`src/rtl/alu_share_arb_pkg.sv`:
```
// Shared operand-side types for the ALU sharing arbiter: the datapath word and
// the in-flight ownership entry carried alongside each issued operation.
package Pu_types;

    localparam int WORD_W = 32;

    typedef logic [WORD_W-1:0] Word;

    typedef struct packed {
        logic valid;
        logic slot;
    } Alu_owner;

endpackage

```
`src/rtl/alu_share_arb_owner_pipe.sv`:
```
// Fixed-depth shift register of ownership entries that tracks which slot owns
// each operation in flight through the ALU; frozen when en is low.
module alu_owner_pipe
    import Pu_types::*;
#(
    parameter int DEPTH = 2
) (
    input  logic     clk,
    input  logic     resetb,
    input  logic     en,
    input  Alu_owner head,
    output Alu_owner tail
);

    Alu_owner stage [DEPTH];

    always_ff @(posedge clk or negedge resetb) begin
        if (!resetb) begin
            for (int i = 0; i < DEPTH; i++) stage[i] <= '0;
        end else if (en) begin
            stage[0] <= head;
            for (int i = 1; i < DEPTH; i++) stage[i] <= stage[i-1];
        end
    end

    assign tail = stage[DEPTH-1];

endmodule

```
`src/rtl/alu_share_arb.sv`:
```
// Two-slot arbiter and issue register sharing one fixed-latency ALU, with
// result routing back to the issuing slot. Optional grant lock: ALU_ARB_LOCK_EN.
module alu_share_arb
    import Pu_types::*;
#(
    parameter int LATENCY    = 2,
    parameter bit FIXED_PRIO = 1'b0
) (
    input  logic       clk,
    input  logic       resetb,
    input  logic [1:0] req_valid,
    output logic [1:0] req_ready,
    input  Word        req_a [2],
    input  Word        req_b [2],
    input  logic [1:0] req_cin,
    input  Word        req_cr [2],
    input  logic [1:0] req_lock,
    output logic       alu_valid,
    output Word        alu_a,
    output Word        alu_b,
    output Word        alu_cr,
    output logic       alu_cin,
    input  logic       alu_stall,
    input  Word        alu_res,
    input  logic       alu_res_valid,
    output logic [1:0] res_valid,
    output Word        res_data,
    output logic       err
);

    logic       last_grant;
    logic       issue_slot;
    logic [1:0] grant;
    logic       xfer;
    logic       sel;
    Alu_owner   head;
    Alu_owner   tail;

`ifdef ALU_ARB_LOCK_EN
    logic lock_active;
    logic lock_owner;
`else
    logic unused_lock;
    assign unused_lock = ^req_lock;
`endif

    // Handshake: a slot transfers in any cycle where req_valid[s] & req_ready[s];
    // req_ready never depends on the operand values and is zero while stalled.
    always_comb begin
        grant = 2'b00;
        if (req_valid == 2'b11) begin
            grant = (FIXED_PRIO || last_grant) ? 2'b01 : 2'b10;
        end else begin
            grant = req_valid;
        end
`ifdef ALU_ARB_LOCK_EN
        if (lock_active) grant = req_valid & (lock_owner ? 2'b10 : 2'b01);
`endif
        if (alu_stall) grant = 2'b00;
    end

    assign req_ready = grant;
    assign xfer      = |(req_valid & grant);
    assign sel       = grant[1];

    always_ff @(posedge clk or negedge resetb) begin
        if (!resetb) begin
            alu_valid  <= 1'b0;
            alu_a      <= '0;
            alu_b      <= '0;
            alu_cr     <= '0;
            alu_cin    <= 1'b0;
            issue_slot <= 1'b0;
            last_grant <= 1'b1;
        end else if (!alu_stall) begin
            alu_valid <= xfer;
            if (xfer) begin
                alu_a      <= req_a[sel];
                alu_b      <= req_b[sel];
                alu_cr     <= req_cr[sel];
                alu_cin    <= req_cin[sel];
                issue_slot <= sel;
                last_grant <= sel;
            end
        end
    end

`ifdef ALU_ARB_LOCK_EN
    // The owner's own transfer decides whether the lock persists; idling keeps it.
    always_ff @(posedge clk or negedge resetb) begin
        if (!resetb) begin
            lock_active <= 1'b0;
            lock_owner  <= 1'b0;
        end else if (xfer) begin
            lock_active <= req_lock[sel];
            lock_owner  <= sel;
        end
    end
`endif

    // Entries enter as the issue register is consumed, so the tail lines up
    // with alu_res_valid exactly LATENCY unstalled cycles after issue.
    assign head = '{valid: alu_valid, slot: issue_slot};

    alu_owner_pipe #(
        .DEPTH (LATENCY)
    ) u_owner_pipe (
        .clk    (clk),
        .resetb (resetb),
        .en     (!alu_stall),
        .head   (head),
        .tail   (tail)
    );

    always_comb begin
        res_valid = 2'b00;
        if (alu_res_valid && tail.valid && !alu_stall) res_valid[tail.slot] = 1'b1;
    end

    assign res_data = alu_res;

    always_ff @(posedge clk or negedge resetb) begin
        if (!resetb) begin
            err <= 1'b0;
        end else if (alu_res_valid && !tail.valid && !alu_stall) begin
            err <= 1'b1;
        end
    end

endmodule
```
`config.mk`:
```
export PLATFORM = sky130hd
export DESIGN_NAME = alu_share_arb
export DESIGN_NICKNAME = d
export VERILOG_FILES = /design/src/rtl/alu_share_arb_pkg.sv /design/src/rtl/alu_share_arb_owner_pipe.sv /design/src/rtl/alu_share_arb.sv
export SDC_FILE = /design/constraint.sdc
export NUM_CORES = 1
export LEC_CHECK = 0
export CAP_MARGIN = 0
export CORE_AREA = 8 8 138 140
export DETAILED_ROUTE_END_ITERATION = 6
export DIE_AREA = 0 0 146 148
export PLACE_DENSITY_LB_ADDON = 0.15
export SETUP_SLACK_MARGIN = 0.1
export SYNTH_ARGS = -nofsm -noshare
export SYNTH_HDL_FRONTEND = slang
export SYNTH_SLANG_ARGS = --single-unit
```
`constraint.sdc`:
```
create_clock -name clk -period 1.8 [get_ports clk]
set_input_delay 0.36 -clock clk [delete_from_list [all_inputs] [get_ports clk]]
set_output_delay 0.36 -clock clk [all_outputs]
set_load 0.005 [all_outputs]
```
---- After elaboration in Yosys (flattened, before gate mapping) ----
Index checks and enable logic that the tools add are counted.
storage, ports and cells
  logic and storage cells ................. 46
  output and inout port bits .............. 135
  input bits .............................. 234
  bits in registers ....................... 105
operators by class
  eq/ne operators ......................... 1
  mux-type cells .......................... 17
  bitwise operators ....................... 3
  reduce and logical (&&, ||, !) cells .... 9
  magnitude comparators ................... 4
operators by type and width
  kind                                                                   count
  32-bit two-way mux                                                     9
  2-bit two-way mux                                                      4
  1-bit logical AND                                                      5
  1-bit by 2-bit < comparator with 1-bit output (second input constant)  2
  1-bit two-way mux                                                      3
  2-bit AND                                                              1
  2-bit equality test (second input constant)                            1
  2-bit >= comparator (second input constant)                            1
  1-bit logical NOT                                                      2
  1-bit NOT with 2-bit output                                            1
  2-bit AND reduction                                                    1
  2-bit OR reduction                                                     1
  1-bit demux with 1-bit select                                          1
  1-bit >= comparator (second input constant)                            1
  1-bit NOT                                                              1

---- Logic depth before layout (Yosys ltp) ----
  depth in word-level cells ............... 7
  depth in mapped cells ................... 7
  depth with buffers taken out ............ 3

---- Modules after synthesis ----
A second synthesis with hierarchy kept.
unflattened totals
  cells, all modules ...................... 634
  area, all modules ....................... 5784.3 um^2
modules (own cells, without submodules)
  module          area an instance (um^2)  cells an instance  sequential area each (um^2)  instances
  alu_share_arb   5624.1                   624                2528.7                       1
  alu_owner_pipe  160.2                    10                 100.1                        1

---- Worst setup path before layout ----
OpenSTA, ideal clock, no wires.
  kind .................................... reg2out
  start ................................... register last_grant
  end ..................................... output port req_ready[1]
  cell stages (with the launch flop) ...... 5
  arrival time ............................ 1086 ps
  setup slack ............................. 354 ps
  path buffers ............................ 2
  data required time ...................... 1440 ps
  path through ............................ dfstp_2 -> and2_1 -> buf_2 -> clkbuf_1 -> nor2_1
on the way
  word-level cells in the longest chain between the ends .. 3
ends and longest elaborated chain
  item                      RTL line             text
  start: declaration        alu_share_arb.sv:31  logic last_grant;
  start signal: assignment  alu_share_arb.sv:83  last_grant <= sel;
  2-bit two-way mux         alu_share_arb.sv:52  grant = (FIXED_PRIO || last_grant) ? 2'b01 : 2'b10;
  2-bit two-way mux         alu_share_arb.sv:51  if (req_valid == 2'b11) begin
  2-bit two-way mux         alu_share_arb.sv:59  if (alu_stall) grant = 2'b00;
  end: declaration          alu_share_arb.sv:12  output logic [1:0] req_ready,
No other way between the ends.

---- Worst setup path after layout ----
  start ................................... register alu_cr[31]
  end ..................................... output port alu_cr[31]
RTL lines
  item                      RTL line             text
  start: declaration        alu_share_arb.sv:21  output Word alu_cr,
  start signal: assignment  alu_share_arb.sv:80  alu_cr <= req_cr[sel];
No word-level cell between the ends.

==> summary.md <==
| Metric | Value |
|---|---|
| Period utilization | 0.923 |
| Async S/R FF share, synth | 1.00 |
| Initial antenna violation count | 2 |
| Tot Pwr | 7130 uW |
| Peak VDD IR | 0.563 mV |
| Critical path fanouts, max | 2 |
| Residual DRC | 0 |
| Pre-CTS setup slack | -0.541 ns |
| Worst setup margin | 0.139 ns |
| # fillers | 1521 |
| Fin util | 0.533 |
| Root Driver | clkbuf_16 |
| Post-synthesis net count | 868 |
| Worst slew margin | 0.383 |
| Setup slack, reg-to-reg | 0.27 ns |
| Post-synthesis cell count | roughly 630 |
| Area of the multi-input gates | 2450 sq um |
| Slowest stage delay, CP | 0.60 ns |
| Power per cell area | 790 nW/um^2 |
| Primary FF master, synth | dfrtp_1 |
| DRT antenna net count | 0 |
| I/O pin cnt | approximately 370 |
| Ranking of synthesized cells by area | dfrtp_1 (45%), o2111ai_1 (15%), a31oi_1 (11%) |
| Number of synthesized flops with an enable pin | 0 |
| Slew Viols, Final | 0 |
| Commonest cells in the netlist | dfrtp_1 (104), nor2_1 (99), o21ai_0 (98) |
| CTS tree | built |
| CP max-delay cell | clkdlybuf4s50_1 |
| Cell Area, Synth | approximately 5700 sq um |
| R2R Path Start | last_grant |
| Cell with the most instances after synthesis | dfrtp_1 |
| Die height | approximately 150 um |
| Setup violations, final | 0 |
| Arrival time of the worst setup path | between 1 and 1.5 ns |
| Die width | 146 um |
| Count of final hold-check violations | 0 |
| Worst-case clock skew | roughly 0.0066 ns |
| Storage cell area | 2630 sq um |
| RSZ-0062 raised after global routing | false |
| Die ar. | about 22000 sq um |
| Fmax | 602 MHz |
| Area Overhead vs Synth | 57.5% |
| Pin count of the biggest net entering global routing | 99 |
| Starting density of the core | 0.339 |
| Crit path cell chain | clkdlybuf4s50_1 |
| Final net count | about 1100 |
| Wire per inst | 22.6 um |
| Clock buffer depth | 2 |
| First-pass GRT wire length | 37500 um |
| Vias in the first global route | 6321 |
| Synth Area per Inst | 9.04 sq um |
| GPL Wtd Cong | 0.820 |
| Cts bufs inserted | 9 |
| Finished Cell Area | ~9000 sq um |
| Area share of the largest cell type after synthesis | 0.454 |
| Initial DRC count | 435 |
| Dpl hpwl | 16800 um |
| Area leader, netlist | dfrtp_1 |
| Synthesized flop and latch total | 105 |
| Unique masters post-synth | 23 |
| Max Cap Viol | 0 |
| Layout cells sized above 1 | 0.0619 |
| WS Path Type | reg -> out |
| Later-pin clock latency in the skew report | approximately 0.35 ns |
| Total wire length | 24500 um |
| R2R cell count | 4 |
| Leakage | 0.00326 uW |
| Vias per inst | 5.76 |
| Crit. End Element | primary output |
| Post-CTS Setup Bufs | 0 |
| Clock slew at reported path FFs | 0.07 ns |
| Synth warn | 0 |
| WP data required | between 1 and 1.5 ns |
| Status | finished, final reports clean |
| Placed Area | 8720 sq um |
| Port bufs | 302 |
| TritonRoute pass-1 iters | 5 |
| DR vias | slightly above 6000 |
| Kind of cell adding the most delay to the critical path | buffers and inverters |
| TritonCTS sink count | around 110 |
| WP buf/inv | 1 |
| Worst path depth | 1 |
| HP Class | in -> async |
| FF-to-FF End | alu_a[25] |
| Core Region | 16900 sq um |
| Total gr overflow | 0 |
| CTS HTree Levels | 3 |
| Register area share after synthesis | 0.458 |
| # rows | 48 |
| Critical path startpoint category | register |
| Worst slew pin tran | 0.926 ns |
| Fin crit period | ~1.7 ns |
| GRT Util Overall | 0.217 |
==> area by class of cell <==
class                           count  share of cell area
Inverter                            5             0.00208
Tap cell                          225              0.0312
Sequential cell                   105               0.291
Clock inverter                      4             0.00776
Multi-Input combinational cell    406               0.271
Clock buffer                       10              0.0253
Antenna cell                        2            0.000554
Timing Repair Buffer              326               0.371
==> registers in the layout, summed over array words and instances, names as in the netlist <==
name	count
alu_a	32
alu_valid	1
alu_b	32
u_owner_pipe.stage	2
issue_slot	1
alu_cin	1
last_grant	1
alu_cr	32
u_owner_pipe.tail	2
err	1
==> routing by layer <==
layer / wire length, um / track usage / up-vias
li1: - / - / 2841
met1: 9500 / 0.249 / 3050
met2: 12300 / 0.368 / 295
met3: 1960 / 0.0657 / 48
met4: 720 / 0.0989 / 0
met5: 0 / 0 / -
==> worst max-delay path by stage <==
stage / startpoint / endpoint / slack (ns)
after floorplan: last_grant / req_ready[1] / 0.35
after global placement: req_valid[0] / alu_b[21] / -0.47
after detailed placement: req_valid[0] / alu_a[25] / -0.54
after CTS: alu_res_valid / res_valid[1] / 0.06
after global routing: alu_cr[31] / alu_cr[31] / 0.10
final: alu_cr[31] / alu_cr[31] / 0.14
==> cell usage in the layout (no fill, tap or decap), drive strengths merged, types with 3 or more instances in the layout <==
cell type        n
inv              5
buf             27
mux2             3
a31oi           97
o2111ai         97
clkdlybuf4s50  294
dfrtp          104
nor2            99
o21ai           98
clkbuf          11
==> power by group <==
part / switching, uW / internal [uW]
combinational: 943 / 1240
sequential: 183 / 2690
clock: 876 / 1200
total: 2000 / 5130
==> per-stage QoR <==
step	hold WS [ns]	setup TNS (ns)	cells
after floorplan	0.0644	0	634
after global placement	0.269	-42.34	1066
after detailed placement	0.267	-45.68	1066
after CTS	0.436	0	1081
after global routing	0.450	0	1083
final	0.443	0	1083
==> logic make-up after synthesis <==
| kind of cell | Yosys count | share of synthesized area |
|---|---|---|
| DFF | 105 | 0.458 |
| and+or+nand+nor | 105 | 0.0705 |
| muxes | 3 | 0.00589 |
| buffers and inverters | 123 | 0.118 |
| AOI/OAI and AO/OA | 298 | 0.347 |
==> timing repair <==
item | 4_1_cts | 5_1_grt
setup endpoints to repair | 101 | 3
resized for setup | 16 | 4
hold buffers | 1 | 0
hold endpoints to repair | 18 | 0
Note: power is estimated with default switching activity, not from simulation.
